`src/rtl/wt_cache_pkg.sv`:
```
// Shared types and constants for the write-through dcache read-miss path.
// Holds the core config record, the miss FSM encoding and the line-compare width helper.
package wt_cache_pkg;

  typedef struct packed {
    int unsigned PLEN;
    int unsigned DCACHE_SET_ASSOC;
    int unsigned DCACHE_LINE_WIDTH;
    int unsigned DCACHE_OFFSET_WIDTH;
    int unsigned DCACHE_CL_IDX_WIDTH;
    int unsigned DCACHE_TAG_WIDTH;
    int unsigned CACHE_ID_WIDTH;
  } cva6_cfg_t;

  // 4 ways, 32-byte lines, 128 sets, 34-bit physical address.
  localparam cva6_cfg_t cva6_cfg_empty = '{
    PLEN:                34,
    DCACHE_SET_ASSOC:    4,
    DCACHE_LINE_WIDTH:   256,
    DCACHE_OFFSET_WIDTH: 5,
    DCACHE_CL_IDX_WIDTH: 7,
    DCACHE_TAG_WIDTH:    22,
    CACHE_ID_WIDTH:      4
  };

  typedef enum logic [1:0] {
    RD_IDLE      = 2'd0,
    RD_MEM_REQ   = 2'd1,
    RD_WAIT_RTRN = 2'd2
  } rd_miss_state_e;

  // Number of address bits that identify a cacheline (collision compare width).
  function automatic int unsigned cl_cmp_width(cva6_cfg_t cfg);
    return cfg.PLEN - cfg.DCACHE_OFFSET_WIDTH;
  endfunction

endpackage

```
`src/rtl/wt_dcache_way_sel.sv`:
```
// Refill way pick: lowest invalid way, else round-robin; one-hot out, combinational.
// The round-robin pointer only advances when a full set is actually allocated (upd_i).
module wt_dcache_way_sel #(
  parameter int unsigned Ways = 4
) (
  input  logic            clk_i,
  input  logic            rst_i,
  input  logic [Ways-1:0] vld_bits_i,
  input  logic            upd_i,
  output logic [Ways-1:0] way_o
);

  localparam int unsigned PtrW = (Ways > 1) ? $clog2(Ways) : 1;

  logic [PtrW-1:0] rr_q;
  logic            all_vld;

  assign all_vld = &vld_bits_i;

  always_comb begin
    way_o = '0;
    if (all_vld) begin
      way_o[rr_q] = 1'b1;
    end else begin
      // Scan high to low so the lowest invalid way is the one left standing.
      for (int i = Ways - 1; i >= 0; i--) begin
        if (!vld_bits_i[i]) begin
          way_o    = '0;
          way_o[i] = 1'b1;
        end
      end
    end
  end

  always_ff @(posedge clk_i) begin
    if (rst_i) begin
      rr_q <= '0;
    end else if (upd_i && all_vld) begin
      rr_q <= (rr_q == PtrW'(Ways - 1)) ? '0 : rr_q + 1'b1;
    end
  end

endmodule

```
`src/rtl/wt_dcache_rd_miss_unit.sv`:
```
// Read-miss responder: one miss at a time, replay on write-buffer line collision, refill on return.
// Ack/replay are same-cycle; rtrn_vld pulses in the cycle the matching memory return arrives.
module wt_dcache_rd_miss_unit
  import wt_cache_pkg::*;
#(
  parameter cva6_cfg_t   CVA6Cfg = cva6_cfg_empty,
  parameter int unsigned RdTxId  = 1
) (
  input  logic                                     clk_i,
  input  logic                                     rst_i,
  input  logic                                     miss_req_i,
  output logic                                     miss_ack_o,
  output logic                                     miss_replay_o,
  input  logic [CVA6Cfg.PLEN-1:0]                  miss_paddr_i,
  input  logic                                     miss_nc_i,
  input  logic [2:0]                               miss_size_i,
  input  logic [CVA6Cfg.DCACHE_SET_ASSOC-1:0]      miss_vld_bits_i,
  input  logic [CVA6Cfg.CACHE_ID_WIDTH-1:0]        miss_id_i,
  output logic                                     miss_rtrn_vld_o,
  input  logic                                     wbuf_pend_vld_i,
  input  logic [CVA6Cfg.PLEN-1:0]                  wbuf_pend_paddr_i,
  output logic                                     mem_req_o,
  input  logic                                     mem_gnt_i,
  output logic [CVA6Cfg.PLEN-1:0]                  mem_paddr_o,
  output logic [2:0]                               mem_size_o,
  output logic                                     mem_nc_o,
  output logic [CVA6Cfg.CACHE_ID_WIDTH-1:0]        mem_id_o,
  input  logic                                     mem_rtrn_vld_i,
  input  logic [CVA6Cfg.CACHE_ID_WIDTH-1:0]        mem_rtrn_id_i,
  input  logic [CVA6Cfg.DCACHE_LINE_WIDTH-1:0]     mem_rtrn_data_i,
  output logic                                     wr_cl_vld_o,
  output logic [CVA6Cfg.DCACHE_SET_ASSOC-1:0]      wr_cl_we_o,
  output logic [CVA6Cfg.DCACHE_TAG_WIDTH-1:0]      wr_cl_tag_o,
  output logic [CVA6Cfg.DCACHE_CL_IDX_WIDTH-1:0]   wr_cl_idx_o,
  output logic [CVA6Cfg.DCACHE_LINE_WIDTH-1:0]     wr_cl_data_o
);

  localparam int unsigned Plen = CVA6Cfg.PLEN;
  localparam int unsigned Ways = CVA6Cfg.DCACHE_SET_ASSOC;
  localparam int unsigned OffW = CVA6Cfg.DCACHE_OFFSET_WIDTH;
  localparam int unsigned IdxW = CVA6Cfg.DCACHE_CL_IDX_WIDTH;
  localparam int unsigned TagW = CVA6Cfg.DCACHE_TAG_WIDTH;
  localparam int unsigned IdW  = CVA6Cfg.CACHE_ID_WIDTH;
  localparam int unsigned CmpW = cl_cmp_width(CVA6Cfg);

  typedef struct packed {
    logic [Plen-1:0] paddr;
    logic [2:0]      size;
    logic            nc;
    logic [Ways-1:0] way;
  } miss_t;

  rd_miss_state_e  state_q;
  miss_t           miss_q;
  logic [Ways-1:0] way_pick;
  logic [CmpW-1:0] miss_cl, wbuf_cl;
  logic            idle_req, collision, rtrn_hit;
  logic            unused_bits;

  // Requester ID is fixed to RdTxId by construction; low wbuf address bits don't affect line match.
  assign unused_bits = ^{miss_id_i, wbuf_pend_paddr_i[OffW-1:0]};

  assign miss_cl   = miss_paddr_i[Plen-1:OffW];
  assign wbuf_cl   = wbuf_pend_paddr_i[Plen-1:OffW];
  assign collision = wbuf_pend_vld_i && (miss_cl == wbuf_cl);
  assign idle_req  = !rst_i && (state_q == RD_IDLE) && miss_req_i;
  assign rtrn_hit  = (state_q == RD_WAIT_RTRN) && mem_rtrn_vld_i && (mem_rtrn_id_i == IdW'(RdTxId));

  assign miss_replay_o   = idle_req && collision;
  assign miss_ack_o      = idle_req && !collision;
  assign miss_rtrn_vld_o = !rst_i && rtrn_hit;
  assign wr_cl_vld_o     = miss_rtrn_vld_o && !miss_q.nc;
  assign mem_req_o       = !rst_i && (state_q == RD_MEM_REQ);

  assign mem_paddr_o  = miss_q.paddr;
  assign mem_size_o   = miss_q.size;
  assign mem_nc_o     = miss_q.nc;
  assign mem_id_o     = IdW'(RdTxId);
  assign wr_cl_we_o   = miss_q.way;
  assign wr_cl_tag_o  = miss_q.paddr[Plen-1 -: TagW];
  assign wr_cl_idx_o  = miss_q.paddr[OffW +: IdxW];
  assign wr_cl_data_o = mem_rtrn_data_i;

  wt_dcache_way_sel #(
    .Ways (Ways)
  ) i_way_sel (
    .clk_i      (clk_i),
    .rst_i      (rst_i),
    .vld_bits_i (miss_vld_bits_i),
    .upd_i      (miss_ack_o && !miss_nc_i),
    .way_o      (way_pick)
  );

  always_ff @(posedge clk_i) begin
    if (rst_i) begin
      state_q <= RD_IDLE;
      miss_q  <= '0;
    end else begin
      case (state_q)
        RD_IDLE: begin
          if (miss_ack_o) begin
            miss_q.paddr <= miss_nc_i ? miss_paddr_i : {miss_paddr_i[Plen-1:OffW], {OffW{1'b0}}};
            miss_q.size  <= miss_size_i;
            miss_q.nc    <= miss_nc_i;
            miss_q.way   <= way_pick;
            state_q      <= RD_MEM_REQ;
          end
        end
        RD_MEM_REQ: begin
          if (mem_gnt_i) state_q <= RD_WAIT_RTRN;
        end
        RD_WAIT_RTRN: begin
          if (rtrn_hit) state_q <= RD_IDLE;
        end
        default: state_q <= RD_IDLE;
      endcase
    end
  end

endmodule
```
`config.mk`:
```
export PLATFORM = sky130hd
export DESIGN_NAME = wt_dcache_rd_miss_unit
export DESIGN_NICKNAME = d
export VERILOG_FILES = /design/src/rtl/wt_cache_pkg.sv /design/src/rtl/wt_dcache_way_sel.sv /design/src/rtl/wt_dcache_rd_miss_unit.sv
export SDC_FILE = /design/constraint.sdc
export NUM_CORES = 1
export LEC_CHECK = 0
export ABC_AREA = 0
export BUFFER_PORTS_ARGS = -buffer_cell sky130_fd_sc_hd__buf_2
export CAP_MARGIN = 0
export CORE_AREA = 4 4 261 263
export DETAILED_ROUTE_END_ITERATION = 7
export DIE_AREA = 0 0 265 267
export MAX_ROUTING_LAYER = met4
export PLACE_DENSITY = 0.3
export SYNTH_ARGS = -nofsm -noshare
export SYNTH_HDL_FRONTEND = slang
export SYNTH_SLANG_ARGS = --single-unit
```
`constraint.sdc`:
```
create_clock -name clk_i -period 1.7 [get_ports clk_i]
set_input_delay 0.17 -clock clk_i [delete_from_list [all_inputs] [get_ports clk_i]]
set_output_delay 0.17 -clock clk_i [all_outputs]
set_load 0.01 [all_outputs]
```
# After elaboration in Yosys (flattened, before gate mapping)
# Index checks and enable logic that the tools add are counted.
# word_totals
mem_bits_rw	0
word_cells	51
mem_bits_ro	0
inputBits	346
regBits	46
latch_bits	0
mem_count	0
out_inout_bits	336
# op_classes
n_bitwise	0
shifts	0
n_mul	0
add_sub_neg	1
muxes	13
n_div	0
reduce_logical	21
order_cmp	2
n_eq_ne	8
# op_table
operator	count
29-bit equality test	1
4-bit 2-to-1 mux	5
1-bit logical AND	13
2-bit 2-to-1 mux	4
2-bit inequality test, second input constant	3
2-bit case mux with 3 select lines	1
5-bit 2-to-1 mux	1
2-bit equality test, second input constant	2
4-bit by 1-bit equality test with 1-bit output, second input constant	1
1-bit zero test	4
4-bit AND reduction	1
2-bit by 3-bit < comparator with 1-bit output, second input constant	1
3-bit AND reduction	1
2-bit by 1-bit adder with 2-bit output, second input constant	1
1-bit demux with 2-bit select	1
2-bit by 1-bit equality test with 1-bit output, second input constant	1
2-bit by 1-bit greater-or-equal comparator with 1-bit output, second input constant	1
2-bit zero test	1
2-bit AND reduction	1
1-bit 2-to-1 mux	1

# Logic depth before layout (Yosys ltp)
# Gate-level depths: netlist (run 1).
# depth
depth_word	6
depth_mapped	7
mapped_depth_nobuf	6

# Modules after synthesis
# From an unflattened synthesis (run 1), not the netlist that was laid out.
# unflattened
hier_cells	516
area_unflattened_um2	4657.0
# modules_own_cells
module	cells_each	instances	area_per_inst_um2	seq_area_each_um2
wt_dcache_rd_miss_unit	491	1	4460.5	880.8
wt_dcache_way_sel	25	1	196.4	40.0

# Worst setup path after synthesis (run 1)
# No wires, ideal clock.
# synth_path
kind	in2reg
start	input port miss_paddr_i[17]
end	register i_way_sel.rr_q[0]
setup_slack_ps	168
t_arrival_ps	1408
n_path_buf	0
path_stages	6
required_ps	1577
setup_ps	123
cell_sequence	xnor2_1 -> nand4_1 -> nor4_2 -> a31oi_1 -> and3b_1 -> mux2_1
# synth_between
elab_chain_len	6
# synth_lines
item	line_no	rtl
from (decl)	wt_dcache_rd_miss_unit.sv:14	input logic [CVA6Cfg.PLEN-1:0] miss_paddr_i,
29-bit equality test	wt_dcache_rd_miss_unit.sv:65	assign collision = wbuf_pend_vld_i && (miss_cl == wbuf_cl);
1-bit logical AND	wt_dcache_rd_miss_unit.sv:65	
1-bit zero test	wt_dcache_rd_miss_unit.sv:70	assign miss_ack_o = idle_req && !collision;
1-bit logical AND	wt_dcache_rd_miss_unit.sv:70	
1-bit logical AND	wt_dcache_rd_miss_unit.sv:90	.upd_i (miss_ack_o && !miss_nc_i),
1-bit logical AND	wt_dcache_way_sel.sv:38	end else if (upd_i && all_vld) begin
to (signal assigned)	wt_dcache_way_sel.sv:39	rr_q <= (rr_q == PtrW'(Ways - 1)) ? '0 : rr_q + 1'b1;
to (decl)	wt_dcache_way_sel.sv:15	logic [PtrW-1:0] rr_q;
# Every way passes these cells.
# A chain may end at the register's enable or synchronous reset.

# Worst setup path after layout (run 1)
# layout_path
start	input port miss_paddr_i[26]
end	output port miss_replay_o
# layout_between
elab_chain_len	3
# layout_lines
item	line_no	rtl
29-bit equality test	wt_dcache_rd_miss_unit.sv:65	
1-bit logical AND	wt_dcache_rd_miss_unit.sv:65	
1-bit logical AND	wt_dcache_rd_miss_unit.sv:69	assign miss_replay_o = idle_req && collision;
to (decl)	wt_dcache_rd_miss_unit.sv:13	output logic miss_replay_o,
# Every way passes these cells.

==> results of run 1 <==
-- per-layer routing --
layer / global-route usage, % / vias to the layer above / wire length, µm
li1: - / 1160 / -
met1: 5.02 / 1148 / 6520
met2: 8.84 / 383 / 9420
met3: 3.96 / 143 / 3330
met4: 4.34 / 0 / 1610
met5: - / - / 0
-- final cells by class --
type,instances,area share (%)
inverters,9,0.686
well taps,864,21.9
clock buffers,5,2.54
multi-input cells,168,28.0
clock inverters,3,0.889
diodes,1,0.0508
flip-flops and latches,46,18.7
repair buffers,195,27.2
-- state kept, by name, summed over array words and instances (netlist names) --
signal,flops
mem_paddr_o,34
i_way_sel.rr_q,2
mem_nc_o,1
mem_size_o,3
state_q,2
wr_cl_we_o,4
-- cells in the final DEF (no fill, tap or decap), types with 5 or more instances in the layout --
cell type,count
sky130_fd_sc_hd__a21oi_1,8
sky130_fd_sc_hd__buf_12,8
sky130_fd_sc_hd__buf_2,148
sky130_fd_sc_hd__buf_4,21
sky130_fd_sc_hd__buf_6,11
sky130_fd_sc_hd__clkbuf_16,5
sky130_fd_sc_hd__dfxtp_1,45
sky130_fd_sc_hd__inv_1,8
sky130_fd_sc_hd__mux2i_1,35
sky130_fd_sc_hd__nand2b_1,9
sky130_fd_sc_hd__nand3_2,5
sky130_fd_sc_hd__nand4_1,7
sky130_fd_sc_hd__nor2_1,40
sky130_fd_sc_hd__xnor2_1,16
sky130_fd_sc_hd__xnor2_2,7
-- where the power goes --
group / switching, W / leakage [nW] / internal, W
combinational: 0.000404 / 1.46 / 0.000419
sequential: 0.0000397 / 0.375 / 0.00113
clock: 0.000635 / 0.0842 / 0.000704
total: 0.00108 / 1.92 / 0.00225
-- through the flow --
step / worst slack (ps) / utilization, % / cell area (µm²)
2_1_floorplan: 168 / - / 4320
3_3_place_gp: -741 / 6.45 / 4240
3_5_place_dp: -709 / 6.45 / 4240
4_1_cts: -258 / 7.44 / 4880
5_1_grt: -210 / 7.51 / 4930
6_report: -92.3 / 7.51 / 4930
-- cell families after synthesis --
group                      count (synthesis)  synth area share [%]
and+or+nand+nor                           81                  9.03
buffers and inverters                    308                  52.2
other                                      2                 0.174
DFF                                       46                  21.4
xor gates and xnor gates                  26                  5.29
AOI/OAI and AO/OA                         16                  2.18
muxes                                     37                  8.63
adders and majority gates                  4                  1.16
-- cells in the mapped netlist --
library cell                 n
sky130_fd_sc_hd__mux2_1      1
sky130_fd_sc_hd__nor2_1     43
sky130_fd_sc_hd__ha_1        4
sky130_fd_sc_hd__a21o_1      1
sky130_fd_sc_hd__nand3b_1    2
sky130_fd_sc_hd__nor4b_1     1
sky130_fd_sc_hd__and3b_1     1
sky130_fd_sc_hd__buf_4     289
sky130_fd_sc_hd__nand3_1     8
sky130_fd_sc_hd__clkbuf_1    3
sky130_fd_sc_hd__xnor2_1    26
sky130_fd_sc_hd__and2_1      1
sky130_fd_sc_hd__a22o_1      1
sky130_fd_sc_hd__nand2_1     5
sky130_fd_sc_hd__o21ai_0     2
sky130_fd_sc_hd__a211oi_1    1
sky130_fd_sc_hd__nor4_1      1
sky130_fd_sc_hd__conb_1      2
sky130_fd_sc_hd__nor3_1      1
sky130_fd_sc_hd__o221ai_1    1
sky130_fd_sc_hd__inv_1       9
sky130_fd_sc_hd__buf_1       2
sky130_fd_sc_hd__nand2b_1    9
sky130_fd_sc_hd__nor2b_1     1
sky130_fd_sc_hd__nand4_1     7
sky130_fd_sc_hd__a31oi_1     1
sky130_fd_sc_hd__nor4_2      1
sky130_fd_sc_hd__buf_2       5
sky130_fd_sc_hd__mux2i_1    36
sky130_fd_sc_hd__dfxtp_1    46
sky130_fd_sc_hd__a21oi_1     9
-- what timing repair did --
item	in CTS	in global routing
hold buffers	0	0
resized for setup	52	21
setup endpoints to repair	49	48
setup buffers	6	5
pin swaps	16	12
cloned	6	0
-- critical path, cell delays in order --
cell and delay [ps]:
sky130_fd_sc_hd__buf_2 110, sky130_fd_sc_hd__xnor2_1 170, sky130_fd_sc_hd__buf_4 130, sky130_fd_sc_hd__nand4_1 230, sky130_fd_sc_hd__nor4_2 220, sky130_fd_sc_hd__buf_4 180
sky130_fd_sc_hd__nand3_4 80, sky130_fd_sc_hd__nor2_4 120, sky130_fd_sc_hd__buf_6 120, sky130_fd_sc_hd__buf_6 90
-- worst max-delay path by stage --
stage / startpoint / endpoint / slack, ps
after CTS: wbuf_pend_paddr_i[14] / miss_replay_o / -260
after floorplan: miss_paddr_i[17] / i_way_sel.rr_q[0]$_SDFFE_PP0P_ / 170
after detailed placement: miss_paddr_i[14] / i_way_sel.rr_q[0]$_SDFFE_PP0P_ / -710
after global placement: miss_paddr_i[16] / i_way_sel.rr_q[0]$_SDFFE_PP0P_ / -740
after global routing: state_q[1]$_SDFFE_PP0P_ / wr_cl_we_o[1]$_SDFFE_PP0P_ / -210
final: miss_paddr_i[26] / miss_replay_o / -90
==> results.txt, run 1 <==
The number of DRC violations after detailed-routing iteration 0 came out at 35. The startpoint identified for the worst register-to-register timing path is state_q[1]$_SDFFE_PP0P_. The final weighted congestion in routability-driven placement is 0.709.

The launch instance of the worst min-delay path is miss_paddr_i[16]. The class of the worst hold path is input port to register. The floorplan die width is 265 µm.

Based on the critical path, the design can be clocked at up to 558 MHz. In this run the vertical extent of the chip is 267 µm. For this run, the register share of the synthesized area comes to 21.4%.

The worst setup skew after layout is 13.8 ps. The total wire length after detailed routing came out at 20900 µm. After clock tree synthesis, the clock-pin slew on the worst setup and hold paths is 90 ps.

Setup repair after global routing could not meet its margin everywhere. The routed wire length per instance came out at 16.2 µm. The HPWL after detailed placement came out at 16000 µm. The count of different cell masters after synthesis came out at 31. The arrival time at the worst endpoint came out at 1620 ps. The mean cell area of the mapped netlist is 8.28 µm². During synthesis, Yosys emitted a total of 0 warnings. The tool flagged a number of max-cap violations equal to 0. The cell count after synthesis came out at 520. The layout overhead on the synthesized area is 14.3%.

The overflow left after global routing is 0. Setup violations remaining at the end of the flow were counted as 29. By area the synthesized netlist is led by sky130_fd_sc_hd__buf_4 (50%), sky130_fd_sc_hd__dfxtp_1 (21%), sky130_fd_sc_hd__mux2i_1 (8.4%).

The post-synth design cell area is 4310 µm². The total power consumption of the routed design came out at 0.00333 W. The area fraction of the dominant cell type after synthesis came out at 50.4%. The overall via count from detail_route is 2834. The sink of the worst hold path is mem_paddr_o[16]$_SDFFE_PP0P_.

The worst-margin pin slew is 731 ps. For this design the static power due to leakage is 1.92 nW. The number of standard cells in the final layout excluding fillers came out at 1291.

The core outline area is 65600 µm². The worst register-to-register path has a setup slack of -60 ps. The clock net sink count is 46.

The first-pass iteration count of the detailed router came out at 4. The total die area came out at 70800 µm². The number of placement rows is 94. The post-route worst hold slack came out at 84.6 ps. Clock latency on the worst-skew pair, taken at its later pin, is 330 ps. The smallest setup slack after layout is -92.3 ps.

STA classifies the critical path startpoint as an input port. TritonCTS built the clock tree. The headroom to the max-slew limit came out at 51.3%. The number of nets in the layout is 775. The flop and latch count out of synthesis came out at 46. The combined flip-flop and latch cell area came out at 922 µm². The multi-input logic area is 1380 µm². The starting utilization of the core area came out at 6.56%. Entering global routing, the biggest net connects 49 pins.

The data required time at the worst endpoint came out at 1530 ps. The final max-slew violation count is 0. The number of port buffers is 156. The checks that failed: setup timing. STA classifies the critical path endpoint as a primary output. Global routing used 5.79% of the available tracks across all layers. The worst hold path was traced through 3 stages. The leading area contributor after synthesis is sky130_fd_sc_hd__buf_4.

The number of placed cells counting well taps came out at 1273. The worst setup path is of the input port to primary output kind. The flow ran to the end, but the final reports show violations.

The number of clock buffers added by TritonCTS is 5. In this run the critical register-to-register path is captured at mem_paddr_o[27]$_SDFFE_PP0P_. For the final routed database, the setup TNS stands at -1780 ps.

The number of global-route vias before repair came out at 3089. The maximum number of buffers from clock root to sink is 2. The vias per cell is 2.20. The maximum fanout count along the critical path is 2.

The number of placed I/O pins is 682. Of the available clock period, the critical path in the final layout requires 105%. The layout has 7744 filler cells. The residual DRC count is 0. The fraction of final layout cells with drive strength greater than 1 came out at 55.2%.

The number of antenna violations at the first check in global routing came out at 4. The maximum vdd drop came out at 0.000349 V. The count of final hold-check violations is 0. The count of cells along the worst register-to-register path is 9. The first-pass GRT wire length came out at 26000 µm. In this run the clock root is driven by a sky130_fd_sc_hd__clkbuf_16. The detail route stage leaves a number of antenna-violating nets equal to 0. The power density over cell area is 676 nW/µm². The smallest clock period supported by the final layout is computed as 1790 ps.

The H-tree depth is 2.
No activity file was read; power rests on OpenSTA's default activity.
==> inputs of run 2 (changes only) <==
Settings changed: RECOVER_POWER set to 100.
==> results.txt, run 2 (synthesized netlist as in run 1, its figures left out) <==
The number of flip-flops under the largest register name came out at 34 (unchanged). The final max-slew violation count is 0 (unchanged). The sink of the worst hold path is mem_paddr_o[16]$_SDFFE_PP0P_. The worst register-to-register path ends at wr_cl_we_o[1]$_SDFFE_PP0P_. The final reports fail on setup timing. The final clock period utilization by the worst path is 106% (+0.55 points). The count of buffer and inverter cells on the critical path is 4 (-1). The cell family contributing the most delay on the critical path is simple AND/OR/NAND/NOR gates. The floorplan die width is 265 µm (unchanged). The HPWL after detailed placement came out at 16000 µm (unchanged). The routed wire length per instance came out at 16.1 µm (-0.31%).

The number of placement rows came out at 94 (unchanged). The smallest setup slack after layout came out at -102 ps (-9.28 ps). The number of port buffers came out at 156 (unchanged). The fmax is 555 MHz (-0.51%). The type of the worst setup path is input port to register.

The total die area is 70800 µm² (unchanged). The number of nets in the layout is 775 (unchanged). STA classifies the critical path startpoint as an input port. The vias per cell came out at 2.20 (+0.21%).

The number of antenna violations at the first check in global routing was 4 (unchanged). STA classifies the critical path endpoint as a register. In this run the most critical hold path is launched from miss_paddr_i[16]. The overall via count from detail_route was 2840 (+0.21%). The die height is 267 µm (unchanged). The final number of setup-violating endpoints is 31 (+6.9%). The overflow left after global routing is 0 (unchanged).

The fraction of final layout cells with drive strength greater than 1 came out at 38.0% (-17 points). The power density over cell area is 680 nW/µm² (+0.48%). The library cell used most frequently in the layout, excluding fill and tap cells, is sky130_fd_sc_hd__buf_2.

The number of instances on the worst hold path came to 3 (unchanged). The internal reg-to-reg setup slack is -60 ps (about the same). The startpoint identified for the worst register-to-register timing path is state_q[1]$_SDFFE_PP0P_. The maximum number of pins on one net before global-route repair came out at 49 (unchanged). For this design, the slowest cell found on the critical path is sky130_fd_sc_hd__mux2_4. The residual DRC count is 0 (unchanged).

The first-pass GRT wire length is 26000 µm (unchanged). The number of placed I/O pins is 682 (unchanged). The arrival time at the worst endpoint is 2020 ps (+400 ps).

The number of placed cells counting well taps came out at 1273 (unchanged). The sequential power share is 35.7% (+0.6 points). The total wire length after detailed routing came out at 20800 µm (-0.31%). The data required time at the worst endpoint is 1910 ps (+380 ps). TritonCTS built the clock tree. Setup repair after global routing could not meet its margin everywhere. The worst setup skew after layout is 11.2 ps (-2.63 ps).

The layout overhead on the synthesized area is 12.2%. The core outline area is 65600 µm² (unchanged). The final critical delay including setup and external delays is 1800 ps (+9.28 ps). The H-tree depth came out at 2 (unchanged). The internal power was 0.00223 W (-1.1%). The switching part of the total power is 32.1% (-0.24 points).

The buffer cell driving the clock tree root is sky130_fd_sc_hd__clkbuf_16. Traced cell by cell, the critical path runs through buf_2 -> xnor2_1 -> buf_4 -> nand4_1 -> nor4_2 -> buf_4 -> a31oi_4 -> buf_12 -> and3b_2 -> mux2_4. The maximum vdd drop came out at 0.000343 V (-1.8%). The number of max-capacitance violations reported came out at 0 (unchanged).

The most common cell type on the critical path is sky130_fd_sc_hd__buf_4. The number of DRC violations after detailed-routing iteration 0 is 37 (+5.7%). The count of final hold-check violations was 0 (unchanged).

The static leakage is 1.62 nW (-16%). The fraction of power consumed by the clock network is 40.0% (-0.2 points). The maximum fanout count along the critical path is 6 (+4). The final total negative setup slack came out at -1920 ps (-139 ps). The clock input transition at the sequential cells of the worst setup and hold paths was 90 ps (about the same). The clock net sink count is 46 (unchanged).

The class of the worst hold path is input port to register. The starting utilization of the core area came out at 6.56% (unchanged). The number of standard cells in the final layout excluding fillers came out at 1291 (unchanged).

The worst-margin pin slew is 734 ps (+3.70 ps). The cell depth of the worst setup path came to 10 (unchanged). The clock network latency to the later pin of the worst-skew pair came out at 330 ps (about the same). The number of global-route vias before repair came out at 3089 (unchanged). The switching power was 0.00106 W (-2.1%). The largest incremental delay on the critical path came to 290 ps (+60 ps). The overall routing resource usage came out at 5.79% (unchanged).

The maximum number of buffers from clock root to sink was 2 (unchanged). The count of cells along the worst register-to-register path is 9 (unchanged). The first-pass iteration count of the detailed router is 5 (+1). The number of nets still failing antenna checks after routing is 0 (unchanged).

The headroom to the max-slew limit came out at 51.0% (-0.25 points). The pre-CTS setup slack came out at -709 ps (unchanged). The post-cts hold buffer count is 0 (unchanged). The relative contribution of combinational cells to total power was 24.3% (-0.4 points). The CTS buffer count is 5 (unchanged). The run finished, with violations left. In the layout the commonest cells are sky130_fd_sc_hd__buf_2 (76), sky130_fd_sc_hd__clkbuf_1 (73), sky130_fd_sc_hd__dfxtp_1 (45).

The final weighted congestion in routability-driven placement is 0.709 (unchanged).
==> run 2: changes by cell type in the layout (fill, tap and decap cells not counted), sizes merged <==
cell / before / now
buf: 195 / 122
clkbuf: 5 / 78
==> run 2: routing by layer <==
| layer | vias to the layer above | track usage (%) | wire length, µm |
|---|---|---|---|
| met5 | - | - | 0 |
| met4 | 0 | 4.34 | 1610 |
| met3 | 137 | 3.96 | 3220 |
| met2 | 385 | 8.84 | 9420 |
| met1 | 1159 | 5.02 | 6560 |
| li1 | 1159 | - | - |
==> run 2: how the worst max path moves through the flow <==
stage | startpoint | to | slack [ps]
2_1_floorplan | miss_paddr_i[17] | i_way_sel.rr_q[0]$_SDFFE_PP0P_ | 170
3_3_place_gp | miss_paddr_i[16] | i_way_sel.rr_q[0]$_SDFFE_PP0P_ | -740
3_5_place_dp | miss_paddr_i[14] | i_way_sel.rr_q[0]$_SDFFE_PP0P_ | -710
4_1_cts | wbuf_pend_paddr_i[14] | miss_replay_o | -260
5_1_grt | state_q[1]$_SDFFE_PP0P_ | wr_cl_we_o[1]$_SDFFE_PP0P_ | -210
6_report | miss_paddr_i[26] | i_way_sel.rr_q[0]$_SDFFE_PP0P_ | -100
==> run 2: area by class of cell <==
| type | instances | area, µm² |
|---|---|---|
| fillers | 7770 | 60800 |
| multi-input cells | 168 | 1380 |
| repair buffers | 195 | 1240 |
| well taps | 864 | 1080 |
| flip-flops and latches | 46 | 922 |
| clock buffers | 5 | 125 |
| clock inverters | 3 | 43.8 |
| inverters | 9 | 33.8 |
| diodes | 1 | 2.50 |
==> run 2: repair_timing <==
item / CTS / global route
pin swaps: 16 / 12
setup endpoints to repair: 49 / 48
setup buffers: 6 / 5
cloned: 6 / 0
resized for setup: 52 / 21
==> run 2: tightest hold or removal path, cell delays in order <==
cell and delay [ps]:
sky130_fd_sc_hd__buf_6 80, sky130_fd_sc_hd__mux2i_1 60, sky130_fd_sc_hd__nor2_1 70
==> run 2: metrics by stage <==
step / power (W) / hold WS (ps) / area [µm²] / util [%]
finish: 0.00328 / 84.7 / 4830 / 7.36
global route: 0.00355 / 72.8 / 4830 / 7.36
CTS: 0.00350 / 49.6 / 4880 / 7.44
detailed placement: 0.00186 / 340 / 4240 / 6.45
global placement: 0.00186 / 340 / 4240 / 6.45
floorplan: 0.00212 / 317 / 4320 / -
==> run 2: power groups by stage <==
stage	registers, W	clock network [W]	logic, W
after floorplan	0.00121	0	0.000913
after global placement	0.00119	0	0.000666
after detailed placement	0.00119	0	0.000663
after CTS	0.00117	0.00147	0.000854
after global routing	0.00118	0.00149	0.000876
final	0.00117	0.00131	0.000798
==> inputs of run 3 (changes only) <==
Settings changed: MAX_ROUTING_LAYER met4 to unset.
==> results.txt, run 3 (synthesized netlist as in run 1, its figures left out) <==
The post-cts hold buffer count was 0 (unchanged). The residual DRC count is 0 (unchanged). The starting utilization of the core area is 6.56% (unchanged). The maximum number of buffers from clock root to sink is 2 (unchanged).

The core outline area came to 65600 µm² (unchanged). The maximum vdd drop came out at 0.000348 V (+1.5%). The number of diodes added for antenna fixing is 0 (-1). The vias per cell is 2.19 (-0.38%).

The static leakage is 1.62 nW (about the same). The clock input transition at the sequential cells of the worst setup and hold paths was 90 ps (about the same). The number of fill cells in the layout came to 7769 (-0.013%).

The worst setup skew after layout came out at 13.8 ps (+2.64 ps). The number of flip-flops under the largest register name is 34 (unchanged). The total wire length after detailed routing came out at 20900 µm (+0.16%).

The CTS tree is built. The pre-CTS setup slack came out at -709 ps (unchanged). The number of placement rows came out at 94 (unchanged). The maximum number of pins on one net before global-route repair came out at 49 (unchanged). The maximum fanout count along the critical path came to 6 (unchanged).

The overall via count from detail_route is 2827 (-0.46%). The final clock period utilization by the worst path is 105% (-1.1 points). The overflow left after global routing came out at 0 (unchanged). The number of nets in the layout is 775 (unchanged). The CTS buffer count came out at 5 (unchanged). The first-pass GRT wire length is 26100 µm (+0.48%).

The final weighted congestion in routability-driven placement came out at 0.701 (-1.1%). The fraction of final layout cells with drive strength greater than 1 came to 38.0% (unchanged). The number of nets still failing antenna checks after routing is 0 (unchanged). The final number of setup-violating endpoints came out at 29 (-6.5%). The library cells used most frequently in the layout, excluding fill and tap cells, are sky130_fd_sc_hd__buf_2 (76), sky130_fd_sc_hd__clkbuf_1 (73), sky130_fd_sc_hd__dfxtp_1 (45). Setup repair after global routing could not meet its margin everywhere. The type of the worst setup path is input port to register.

The clock network latency to the later pin of the worst-skew pair is 330 ps (about the same). STA classifies the critical path endpoint as a register. The count of final hold-check violations was 0 (unchanged). The number of port buffers is 156 (unchanged). The number of placed I/O pins came out at 682 (unchanged). The slowest stage of the critical path is the sky130_fd_sc_hd__nor4_2 cell. The most common cell after layout, fill and taps aside is sky130_fd_sc_hd__buf_2.

The smallest setup slack after layout is -83.6 ps (+17.9 ps). The overall routing resource usage was 5.64% (-0.15 points). The layout overhead on the synthesized area came out at 12.1% (about the same). The total power consumption of the routed design came out at 0.00331 W (+0.74%). The clock net sink count came out at 46 (unchanged).

In this run the worst hold path is classified as input port to register. The headroom to the max-slew limit is 51.3% (+0.28 points). The routed wire length per instance is 16.2 µm (+0.24%).

The number of global-route vias before repair is 3086 (-0.097%). The HPWL after detailed placement is 16000 µm (unchanged). Counting stages on the worst path, the most repeated cell is sky130_fd_sc_hd__buf_12. The power density over cell area came out at 685 nW/µm² (+0.79%). The H-tree depth came out at 2 (unchanged). The data required time at the worst endpoint came out at 1900 ps (about the same). The floorplan die width came out at 265 µm (unchanged). The total die area is 70800 µm² (unchanged). The number of max-capacitance violations reported is 0 (unchanged). The number of DRC violations after detailed-routing iteration 0 is 34 (-8.1%).

The startpoint type of the worst setup path is an input port. The final max-slew violation count is 0 (unchanged). The number of antenna violations at the first check in global routing came out at 4 (unchanged). The first-pass iteration count of the detailed router came out at 4 (-1). The largest incremental delay on the critical path is 290 ps (about the same).

Clock tree synthesis selected as its root buffer the cell sky130_fd_sc_hd__clkbuf_16. The arrival time at the worst endpoint is 1980 ps (-40 ps). The fmax is 561 MHz (+1.0%). The final critical delay including setup and external delays came out at 1780 ps (-17.9 ps). The die height is 267 µm (unchanged).

The worst-margin pin slew is 730 ps (-4.18 ps). The critical path goes through buf_2 -> xnor2_1 -> nand4_1 -> nor4_2 -> buf_4 -> a31oi_4 -> buf_12 -> buf_12 -> buf_16 -> mux2i_1 -> nor2_1. The final reports fail on setup timing. The flow ran to the end, but the final reports show violations.
-- run 3: area by class of cell --
class                   instances  area (µm²)  area share [%]
multi-input cells             168        1380            28.6
repair buffers                195        1240            25.8
well taps                     864        1080            22.4
flip-flops and latches         46         922            19.1
clock buffers                   5         125            2.59
clock inverters                 3        43.8           0.907
inverters                       9        33.8           0.699
-- run 3: metrics by stage --
step | utilization, % | cell area, µm² | cells | hold slack [ps] | TNS, ps
2_1_floorplan | - | 4320 | 522 | 317 | 0
3_3_place_gp | 6.45 | 4240 | 1273 | 340 | -30600
3_5_place_dp | 6.45 | 4240 | 1273 | 340 | -30160
4_1_cts | 7.44 | 4880 | 1292 | 49.6 | -6240
5_1_grt | 7.36 | 4830 | 1290 | 72.8 | -5460
6_report | 7.36 | 4830 | 1290 | 85.7 | -1510
-- run 3: final timing paths --
check	end	from	depth (start not counted)	slack, ps
min reg2reg	mem_paddr_o[3]$_SDFFE_PP0P_	mem_paddr_o[3]$_SDFFE_PP0P_	2	470
min	mem_paddr_o[16]$_SDFFE_PP0P_	miss_paddr_i[16]	3	90
max reg2reg	wr_cl_we_o[1]$_SDFFE_PP0P_	state_q[1]$_SDFFE_PP0P_	9	-80
max	wr_cl_we_o[1]$_SDFFE_PP0P_	miss_paddr_i[29]	11	-80
-- run 3: repair_timing --
| action | CTS | global route |
|---|---|---|
| gates resized for setup | 52 | 21 |
| pin swaps | 16 | 12 |
| setup endpoints to repair | 49 | 48 |
| gates cloned | 6 | 0 |
| buffers inserted | 6 | 5 |
-- run 3: critical path: cells and delay by family --
family,cells,cell delay (ps)
AOI/OAI and AO/OA,1,120
xor gates and xnor gates,1,280
buffers and inverters,5,740
muxes,1,140
and+or+nand+nor,3,500
-- run 3: power breakdown --
part           leakage (nW)  switching, W  internal (W)  total [W]
clock                0.0842      0.000634      0.000704    0.00134
sequential            0.375     0.0000416       0.00113    0.00117
combinational          1.16      0.000403      0.000396   0.000798
-- run 3: routing by layer --
layer / wire length (µm) / global-route usage [%]
met4: 1580 / 4.34
met1: 6280 / 4.78
met5: 13 / 0
met2: 9540 / 8.91
met3: 3440 / 4.33
